==> config.mk <==
export PLATFORM = sky130hd
export DESIGN_NAME = fetch_mem_sequencer
export DESIGN_NICKNAME = d
export VERILOG_FILES = /design/src/rtl/fetch_mem_pkg.sv /design/src/rtl/port_wait_timer.sv /design/src/rtl/fetch_mem_sequencer.sv
export SDC_FILE = /design/constraint.sdc
export NUM_CORES = 1
export LEC_CHECK = 0
export ABC_AREA = 1
export ABC_CLOCK_PERIOD_IN_PS = 1600
export BUFFER_PORTS_ARGS = -buffer_cell sky130_fd_sc_hd__buf_4
export CAP_MARGIN = 20
export CORE_MARGIN = 1
export CORE_UTILIZATION = 42
export DETAILED_ROUTE_END_ITERATION = 16
export PLACE_DENSITY = 0.85
export SLEW_MARGIN = 20
export SYNTH_ARGS = -nofsm -noshare
export SYNTH_HDL_FRONTEND = slang
export SYNTH_HIERARCHICAL = 1
export SYNTH_SLANG_ARGS = --single-unit
==> constraint.sdc <==
create_clock -name clk -period 1.6 [get_ports clk]
set_clock_uncertainty 0.15 [all_clocks]
set_input_delay 0.32 -clock clk [delete_from_list [all_inputs] [get_ports clk]]
set_output_delay 0.32 -clock clk [all_outputs]
set_load 0.02 [all_outputs]
==> src/rtl/fetch_mem_pkg.sv <==
// Shared types and constants for the fetch/load-store memory sequencer.
//   state_e      : sequencer FSM states
//   DEF_*        : default widths and watchdog limit
//   RST_*        : reset values for state and single-bit outputs
package fetch_mem_pkg;

  typedef enum logic [2:0] {
    S_IDLE   = 3'd0,
    S_FETCH  = 3'd1,
    S_DECODE = 3'd2,
    S_DATA   = 3'd3,
    S_COMMIT = 3'd4,
    S_HALT   = 3'd5
  } state_e;

  localparam int unsigned DEF_AW      = 30;
  localparam int unsigned DEF_DW      = 32;
  localparam int unsigned DEF_TIMEOUT = 255;
  localparam int unsigned DEF_TW      = 8;

  localparam state_e RST_STATE = S_IDLE;
  localparam logic   RST_FLAG  = 1'b0;

endpackage

==> src/rtl/port_wait_timer.sv <==
// Watchdog for one memory-port access.
// Ports:
//   clk, rstb : clock, synchronous active-low reset
//   clr       : hold the count at zero (no access outstanding)
//   en        : count this cycle (request high, no acknowledge)
//   expired   : this cycle is the last allowed wait cycle and it is being counted
module port_wait_timer
  import fetch_mem_pkg::*;
#(
  parameter int unsigned TW      = DEF_TW,
  parameter int unsigned TIMEOUT = DEF_TIMEOUT
) (
  input  logic clk,
  input  logic rstb,
  input  logic clr,
  input  logic en,
  output logic expired
);

  // Cycle k of an access (1-based) sees cnt_q == k-1, so the last cycle on
  // which an acknowledge is still accepted is cnt_q == TIMEOUT-1.
  localparam logic [TW-1:0] LAST = TW'(TIMEOUT - 1);

  logic [TW-1:0] cnt_q, cnt_d;

  always_comb begin
    cnt_d = cnt_q;
    if (clr) begin
      cnt_d = '0;
    end else if (en) begin
      cnt_d = cnt_q + TW'(1);
    end
  end

  always_ff @(posedge clk) begin
    if (!rstb) begin
      cnt_q <= '0;
    end else begin
      cnt_q <= cnt_d;
    end
  end

  assign expired = en && (cnt_q == LAST);

endmodule

==> src/rtl/fetch_mem_sequencer.sv <==
// Sequences instruction fetch and one optional load/store per instruction over
// a single shared memory port, then pulses pc_advance for the fetch unit.
// Ports:
//   clk, rstb                 : clock, synchronous active-low reset
//   fetch_addr                : PC word address, sampled on entry to FETCH
//   mem_rd_req, mem_wr_req    : load/store request from decoder (DECODE only)
//   data_addr, data_wdata     : load/store address and store data (DECODE only)
//   instr, instr_valid        : fetched word and its valid flag
//   rdata                     : last load data
//   pc_advance                : one-cycle PC load enable
//   bus_err                   : sticky watchdog error
//   port_req/we/addr/wdata    : memory request side
//   port_ack, port_rdata      : memory response side
//
// state    | meaning
// ---------+-----------------------------------------------
// S_IDLE   | after reset, starts first fetch next cycle
// S_FETCH  | instruction read outstanding on the port
// S_DECODE | instr held, decoder requests sampled
// S_DATA   | load or store outstanding on the port
// S_COMMIT | pc_advance high, next fetch follows
// S_HALT   | watchdog fired, waits for reset
module fetch_mem_sequencer
  import fetch_mem_pkg::*;
#(
  parameter int unsigned AW      = DEF_AW,
  parameter int unsigned DW      = DEF_DW,
  parameter int unsigned TIMEOUT = DEF_TIMEOUT,
  parameter int unsigned TW      = DEF_TW
) (
  input  logic          clk,
  input  logic          rstb,
  input  logic [AW-1:0] fetch_addr,
  input  logic          mem_rd_req,
  input  logic          mem_wr_req,
  input  logic [AW-1:0] data_addr,
  input  logic [DW-1:0] data_wdata,
  output logic [DW-1:0] instr,
  output logic          instr_valid,
  output logic [DW-1:0] rdata,
  output logic          pc_advance,
  output logic          bus_err,
  output logic          port_req,
  output logic          port_we,
  output logic [AW-1:0] port_addr,
  output logic [DW-1:0] port_wdata,
  input  logic          port_ack,
  input  logic [DW-1:0] port_rdata
);

  state_e        state_q, state_d;
  logic [DW-1:0] instr_q, instr_d;
  logic          iv_q, iv_d;
  logic [DW-1:0] rdata_q, rdata_d;
  logic          pc_adv_q, pc_adv_d;
  logic          bus_err_q, bus_err_d;
  logic          req_q, req_d;
  logic          we_q, we_d;
  logic [AW-1:0] addr_q, addr_d;
  logic [DW-1:0] wdata_q, wdata_d;

  logic ack_ok;
  logic tmr_expired;
  logic go_halt;

  // An acknowledge only counts while a request is actually outstanding.
  assign ack_ok = req_q & port_ack;

  // Request low means no access in flight, which keeps the count at zero so
  // every FETCH/DATA entry starts from a clean count.
  port_wait_timer #(
    .TW      (TW),
    .TIMEOUT (TIMEOUT)
  ) u_wait_timer (
    .clk     (clk),
    .rstb    (rstb),
    .clr     (~req_q),
    .en      (req_q & ~port_ack),
    .expired (tmr_expired)
  );

  always_comb begin
    state_d   = state_q;
    instr_d   = instr_q;
    iv_d      = iv_q;
    rdata_d   = rdata_q;
    pc_adv_d  = 1'b0;
    bus_err_d = bus_err_q;
    req_d     = req_q;
    we_d      = we_q;
    addr_d    = addr_q;
    wdata_d   = wdata_q;
    go_halt   = 1'b0;

    unique case (state_q)
      S_IDLE: begin
        state_d = S_FETCH;
        req_d   = 1'b1;
        we_d    = 1'b0;
        addr_d  = fetch_addr;
      end
      S_FETCH: begin
        if (ack_ok) begin
          instr_d = port_rdata;
          iv_d    = 1'b1;
          req_d   = 1'b0;
          state_d = S_DECODE;
        end else if (tmr_expired) begin
          go_halt = 1'b1;
        end
      end
      S_DECODE: begin
        // A store wins when the decoder flags both load and store.
        if (mem_wr_req || mem_rd_req) begin
          state_d = S_DATA;
          req_d   = 1'b1;
          we_d    = mem_wr_req;
          addr_d  = data_addr;
          wdata_d = data_wdata;
        end else begin
          state_d  = S_COMMIT;
          pc_adv_d = 1'b1;
        end
      end
      S_DATA: begin
        if (ack_ok) begin
          if (!we_q) begin
            rdata_d = port_rdata;
          end
          req_d    = 1'b0;
          we_d     = 1'b0;
          pc_adv_d = 1'b1;
          state_d  = S_COMMIT;
        end else if (tmr_expired) begin
          go_halt = 1'b1;
        end
      end
      S_COMMIT: begin
        state_d = S_FETCH;
        iv_d    = 1'b0;
        req_d   = 1'b1;
        we_d    = 1'b0;
        addr_d  = fetch_addr;
      end
      S_HALT: begin
        state_d = S_HALT;
      end
      default: begin
        state_d = RST_STATE;
      end
    endcase

    if (go_halt) begin
      state_d   = S_HALT;
      req_d     = 1'b0;
      we_d      = 1'b0;
      iv_d      = 1'b0;
      bus_err_d = 1'b1;
    end
  end

  always_ff @(posedge clk) begin
    if (!rstb) begin
      state_q   <= RST_STATE;
      instr_q   <= '0;
      iv_q      <= RST_FLAG;
      rdata_q   <= '0;
      pc_adv_q  <= RST_FLAG;
      bus_err_q <= RST_FLAG;
      req_q     <= RST_FLAG;
      we_q      <= RST_FLAG;
      addr_q    <= '0;
      wdata_q   <= '0;
    end else begin
      state_q   <= state_d;
      instr_q   <= instr_d;
      iv_q      <= iv_d;
      rdata_q   <= rdata_d;
      pc_adv_q  <= pc_adv_d;
      bus_err_q <= bus_err_d;
      req_q     <= req_d;
      we_q      <= we_d;
      addr_q    <= addr_d;
      wdata_q   <= wdata_d;
    end
  end

  assign instr       = instr_q;
  assign instr_valid = iv_q;
  assign rdata       = rdata_q;
  assign pc_advance  = pc_adv_q;
  assign bus_err     = bus_err_q;
  assign port_req    = req_q;
  assign port_we     = we_q;
  assign port_addr   = addr_q;
  assign port_wdata  = wdata_q;

endmodule

**After elaboration in Yosys (flattened, before gate mapping)**

Index checks and enable logic that the tools add are counted.

- Word-level logic and storage cells: 70
- Output and inout port bits: 131
- Input port bits: 129
- Register bits after elaboration: 142

- Bitwise operators: 5
- Equal/unequal tests: 12
- Reduce and logical (&&, ||, !) cells: 20
- Add/sub/neg operators: 1
- Mux-type cells: 20

Operators by type and width:

| kind | number |
|---|---|
| case mux 30 bit (2 select lines) | 1 |
| 2-to-1 mux 30 bit | 1 |
| case mux 3 bit (5 select lines) | 1 |
| AND reduction 2 bit | 7 |
| 2-to-1 mux 3 bit | 4 |
| 2-to-1 mux 1 bit | 9 |
| AND reduction 3 bit | 3 |
| adder 8 x 1 -> 8 bit, second input constant | 1 |
| equality test 8 bit, second input constant | 1 |
| equality test 3 x 2 -> 1 bit, second input constant | 2 |
| equality test 3 bit, second input constant | 2 |
| inequality test 2 bit, second input constant | 3 |
| inequality test 3 bit, second input constant | 2 |
| case mux 1 bit (3 select lines) | 2 |
| nonzero test 3 bit | 2 |
| OR reduction 2 bit | 3 |
| case mux 1 bit (2 select lines) | 2 |
| nonzero test 2 bit | 2 |
| equality test 3 x 1 -> 1 bit, second input constant | 1 |
| logical NOT 3 bit | 1 |
| inverter 1 bit | 3 |
| AND 1 bit | 2 |
| inequality test 2 x 1 -> 1 bit, second input constant | 1 |
| logical AND 1 bit | 1 |
| logical OR 1 bit | 1 |

**Depth between registers and ports, before layout**

- Depth after elaboration: 8
- Mapped depth: 9

**Hierarchy**

Netlist, hierarchy kept.

By module, submodules not included:

| module | times used | area an instance (µm²) | sequential area each (µm²) | cells an instance |
|---|---|---|---|---|
| fetch_mem_sequencer | 1 | 5,268.8 | 2,682.6 | 716 |
| port_wait_timer | 1 | 379.1 | 160.2 | 53 |

**Worst setup path after synthesis**

Ideal clock, no wire load.

- Kind: reg-to-reg
- Start point: register req_q, in the netlist port_req
- End point: register state_q[1]
- Buffers on the path: 0
- Setup time: 0.123 ns
- Cell stages (with the launch flop): 9
- Setup slack: -0.125 ns
- Arrival: 1.451 ns
- Required time: 1.327 ns
- Period minus slack after synthesis: 1.725 ns
- Cells stage by stage: dfxtp_1 > inv_1 > nor2_1 > nand4_1 > nor3_1 > inv_1 > nor2_1 > nor2_1 > a21boi_0

- Longest elaborated chain between the ends: 6

Ends and longest elaborated chain:

| what | line | source |
|---|---|---|
| start: declaration | fetch_mem_sequencer.sv:57 | `logic req_q, req_d;` |
| start signal: assignment | fetch_mem_sequencer.sv:181 | `req_q <= req_d;` |
| AND 1 bit | fetch_mem_sequencer.sv:78 | `.en (req_q & ~port_ack),` |
| logical AND 1 bit | port_wait_timer.sv:43 | `assign expired = en && (cnt_q == LAST);` |
| named net tmr_expired | fetch_mem_sequencer.sv:63 | `logic tmr_expired;` |
| 2-to-1 mux 1 bit | fetch_mem_sequencer.sv:108, fetch_mem_sequencer.sv:134 |  |
| 2-to-1 mux 1 bit | fetch_mem_sequencer.sv:103 | `if (ack_ok) begin` |
| 2-to-1 mux 1 bit | -- |  |
| OR reduction 2 bit (no line) | -- |  |
| end signal: assignment | fetch_mem_sequencer.sv:175 | `state_q <= state_d;` |
| end: declaration | fetch_mem_sequencer.sv:51 | `state_e state_q, state_d;` |

The timed path passes the listed nets, and every way through them passes these cells.
A chain may end at the register's enable or synchronous reset.

**Worst setup path in the final report**

- Start point: register state_q[1]
- End point: register addr_q[7], in the netlist port_addr[7]

- Longest elaborated chain between the ends: 4

Ends and longest elaborated chain:

| what | line | source |
|---|---|---|
| equality test 3 bit / logical NOT 3 bit (equally long branches) | fetch_mem_sequencer.sv:95 | `unique case (state_q)` |
| OR reduction 2 bit (no line) | -- |  |
| nonzero test 2 bit (no line) | -- |  |
| AND reduction 2 bit (no line) | -- |  |
| end signal: assignment | fetch_mem_sequencer.sv:183 | `addr_q <= addr_d;` |
| end: declaration | fetch_mem_sequencer.sv:59 | `logic [AW-1:0] addr_q, addr_d;` |

Several ways; a longest one is shown, not always the timed one.

==> impl_metrics.tcl <==
set metrics [dict create \
    max_slew_margin_pct 79.5 \
    synth_top_family_by_area "simple AND/OR/NAND/NOR gates" \
    drc_errors 0 \
    syn2layout_area_growth_pct 55.3 \
    min-delay-start "data_wdata[12]" \
    path_class "reg2reg" \
    insertion_delay_ns 0.41 \
    cp-startpoint "state_q[1]$_SDFFE_PP0P_" \
    critPathMaxStageDelay_ns 0.34 \
    wirelength_mm 17.2 \
    boundaryPins 260 \
    grt_use_total_pct 25.0 \
    place.gp.congestion 0.806 \
    hold_slack_ns 0.0104 \
    synth.top_cell.area_share_pct 50.3 \
    clkSlewWorstSetupHoldPaths_ns 0.06 \
    drv_cap 0 \
    worstPathRequired_ns 1.79 \
    core_area_um2 13200 \
    synth-xor-area-share_pct 0 \
    grt-ovfl-total 0 \
    htreeDepth 4 \
    p_total_mw 11.6 \
    synthAdderAreaFrac_pct 0.443 \
    wl_per_cell_um 13.8 \
    min_period_ns 1.53 \
    yosysWarningCount 6 \
    synth_most_common_cell "nand2_1" \
    p_leak_nw 4.07 \
    end_kind "flop" \
    synth_area_um2 5650 \
    cts_tree "done" \
    muxShareOfSynthArea_pct 0 \
    via_count 6131 \
    drive_gt1_share_pct 32.1 \
    synth_edf_count 0 \
    seq_area_frac_synth_pct 50.3 \
    synth_simple_gate_area_share_pct 30.1 \
    first_pass_iters 4 \
    worstPathMaxFanout 30 \
    rows 42 \
    synth_ff_type "dfxtp_1" \
    finalSetupViolations 0 \
    cts_sinks 142 \
    finalCritPeriodShare_pct 95.9 \
    synth.avg_cell_area_um2 7.34 \
    root_buffer "clkbuf_16" \
    antenna_cells 0 \
    io_buffers 259 \
    crit_top_cell "nand2_1" \
    clockBufferDepth 2 \
    avgViaCountPerCell 4.94 \
    netlist-cell-type-count 24 \
    worstPathCellList "inv_2 -> nor2_2 -> nand3_4 -> nand2_1 -> buf_12 -> nand2_1 -> a21oi_1" \
    numCtsBuffers 17 \
    hpwl_mm 11.7 \
    grt_pass1_vias 5935 \
    fin_cells 1242 \
    async_flop_share_pct 0 \
    grt_pass1_wl_mm 28.1 \
    die_w_um 118 \
    dpl.cell_count 1180 \
    ant_nets 0 \
    final_hold_viol_count 0 \
    worstMarginPinSlew_ns 0.307 \
    arrival_ns 1.73 \
    ys_ff_latch 142 \
    initial_core_util_pct 42.8 \
    netlist.top_cell.by_area "dfxtp_1" \
    drt_iter0_drc 357 \
    drv_slew 0 \
    grt_max_degree 65 \
    synth-compound-area-share_pct 12.7 \
    status "finished clean" \
    critPathLaunchType "flop" \
    hold_path.class "in2reg" \
    slowest_stage "dfxtp_1" \
    powerDensity_nw_per_um2 1330 \
    die_h_um 118 \
    antenna_found_initial 0 \
    max-vdd-ir-drop_mv 0.736 \
    synth.area.top_cells "dfxtp_1 50%, nand2_1 12%, nor2_1 9.7%" \
    yosys-top-cells-count "181 x nand2_1, 146 x nor2_1, 142 x dfxtp_1, 71 x nand3_1, 69 x a21oi_1" \
    dieArea_um2 13900 \
    nNetsFinal 1185 \
    max_freq_mhz 652 \
    syn_inst 769 \
    syn-num-nets 900 \
    reg2reg_from "state_q[1]$_SDFFE_PP0P_" \
]
[cell type report]
class | instances | area [um2]
sequential | 142 | 2850
clock buffer | 21 | 460
fill | 1091 | 4420
timing repair buffer | 318 | 2620
multi-input combinational | 557 | 2480
tap | 176 | 220
inverter | 18 | 72.6
clock inverter | 10 | 67.6
[final timing paths]
check | end | slack (ns) | cells past startpoint
setup / recovery | port_addr[7]$_SDFFE_PN0P_ | 0.07 | 7
hold / removal | port_wdata[12]$_SDFFE_PN0P_ | 0.01 | 3
setup reg to reg | port_addr[7]$_SDFFE_PN0P_ | 0.07 | 7
hold reg to reg | rdata[16]$_SDFFE_PN0P_ | 0.31 | 2
[logic make-up after synthesis]
| family | count (synthesis) |
|---|---|
| AOI/OAI and AO/OA | 142 |
| adders and majority gates | 2 |
| DFF | 142 |
| and+or+nand+nor | 413 |
| buffers and inverters | 70 |
[routing by layer]
layer | GRT usage [%] | part of all wire (%)
met4 | 10.3 | 2.5
met5 | 0 | 0
met2 | 44.1 | 50
met3 | 7.75 | 6.9
met1 | 27.7 | 40
[report_power, final]
group / total (mW) / internal [mW] / leakage, nW / switching (mW)
clock network: 3.53 / 2.04 / 0.251 / 1.48
registers: 4.29 / 4.02 / 1.16 / 0.269
logic: 3.83 / 1.60 / 2.66 / 2.22
total: 11.6 / 7.67 / 4.07 / 3.98
[layout by cell type (no fill, tap or decap)]
| cell | n |
|---|---|
| nor3_1 | 1 |
| dfxtp_4 | 1 |
| dfxtp_2 | 3 |
| ha_1 | 2 |
| clkbuf_1 | 2 |
| nor3_2 | 1 |
| nor2_4 | 7 |
| dfxtp_1 | 138 |
| inv_2 | 4 |
| clkinv_4 | 2 |
| nand3_1 | 71 |
| o21ai_0 | 65 |
| buf_6 | 2 |
| clkinv_2 | 4 |
| nand2_2 | 3 |
| nand3_4 | 1 |
| clkinvlp_4 | 4 |
| o21ai_1 | 4 |
| buf_4 | 273 |
| nand4_1 | 1 |
| nor2_1 | 143 |
| nor2_2 | 4 |
| a31oi_1 | 2 |
| inv_1 | 12 |
| a41oi_1 | 1 |
| dlygate4sd3_1 | 31 |
| inv_4 | 2 |
| a21boi_0 | 1 |
| nand2_1 | 181 |
| clkbuf_16 | 17 |
| clkbuf_8 | 2 |
| buf_12 | 12 |
| a21oi_1 | 69 |
[critical path: cells and delay by family (launching register included)]
| kind | cells | cell delay [ns] |
|---|---|---|
| flops | 1 | 0.34 |
| buf+inv | 2 | 0.23 |
| compound gates | 1 | 0.17 |
| simple gates | 4 | 0.56 |
[sequential cells by signal (all words and copies together) (netlist names)]
name / cells
bus_err: 1
u_wait_timer/cnt_q: 8
port_we: 1
instr: 32
state_q: 3
instr_valid: 1
pc_advance: 1
port_req: 1
port_addr: 30
port_wdata: 32
rdata: 32
[stage by stage]
stage               utilization [%]  instance area [um2]  setup TNS (ns)  setup slack [ns]
finish                         66.5                 8770               0            0.0659
global route                   66.5                 8770        -0.00113          -0.00113
CTS                            66.2                 8730               0           0.00763
detailed placement             59.8                 7880          -0.305           -0.0513
global placement               59.8                 7880               0            0.0208
floorplan                         -                 5650               0            0.0531
[what timing repair did]
action | in CTS | in global routing
setup buffers | 0 | 0
hold buffers | 31 | 0
pin swaps | 0 | 4
endpoints found under the setup margin | 4 | 21
endpoints found under the hold margin | 31 | 0
resized for setup | 2 | 13
No activity file was read; power rests on OpenSTA's default activity.
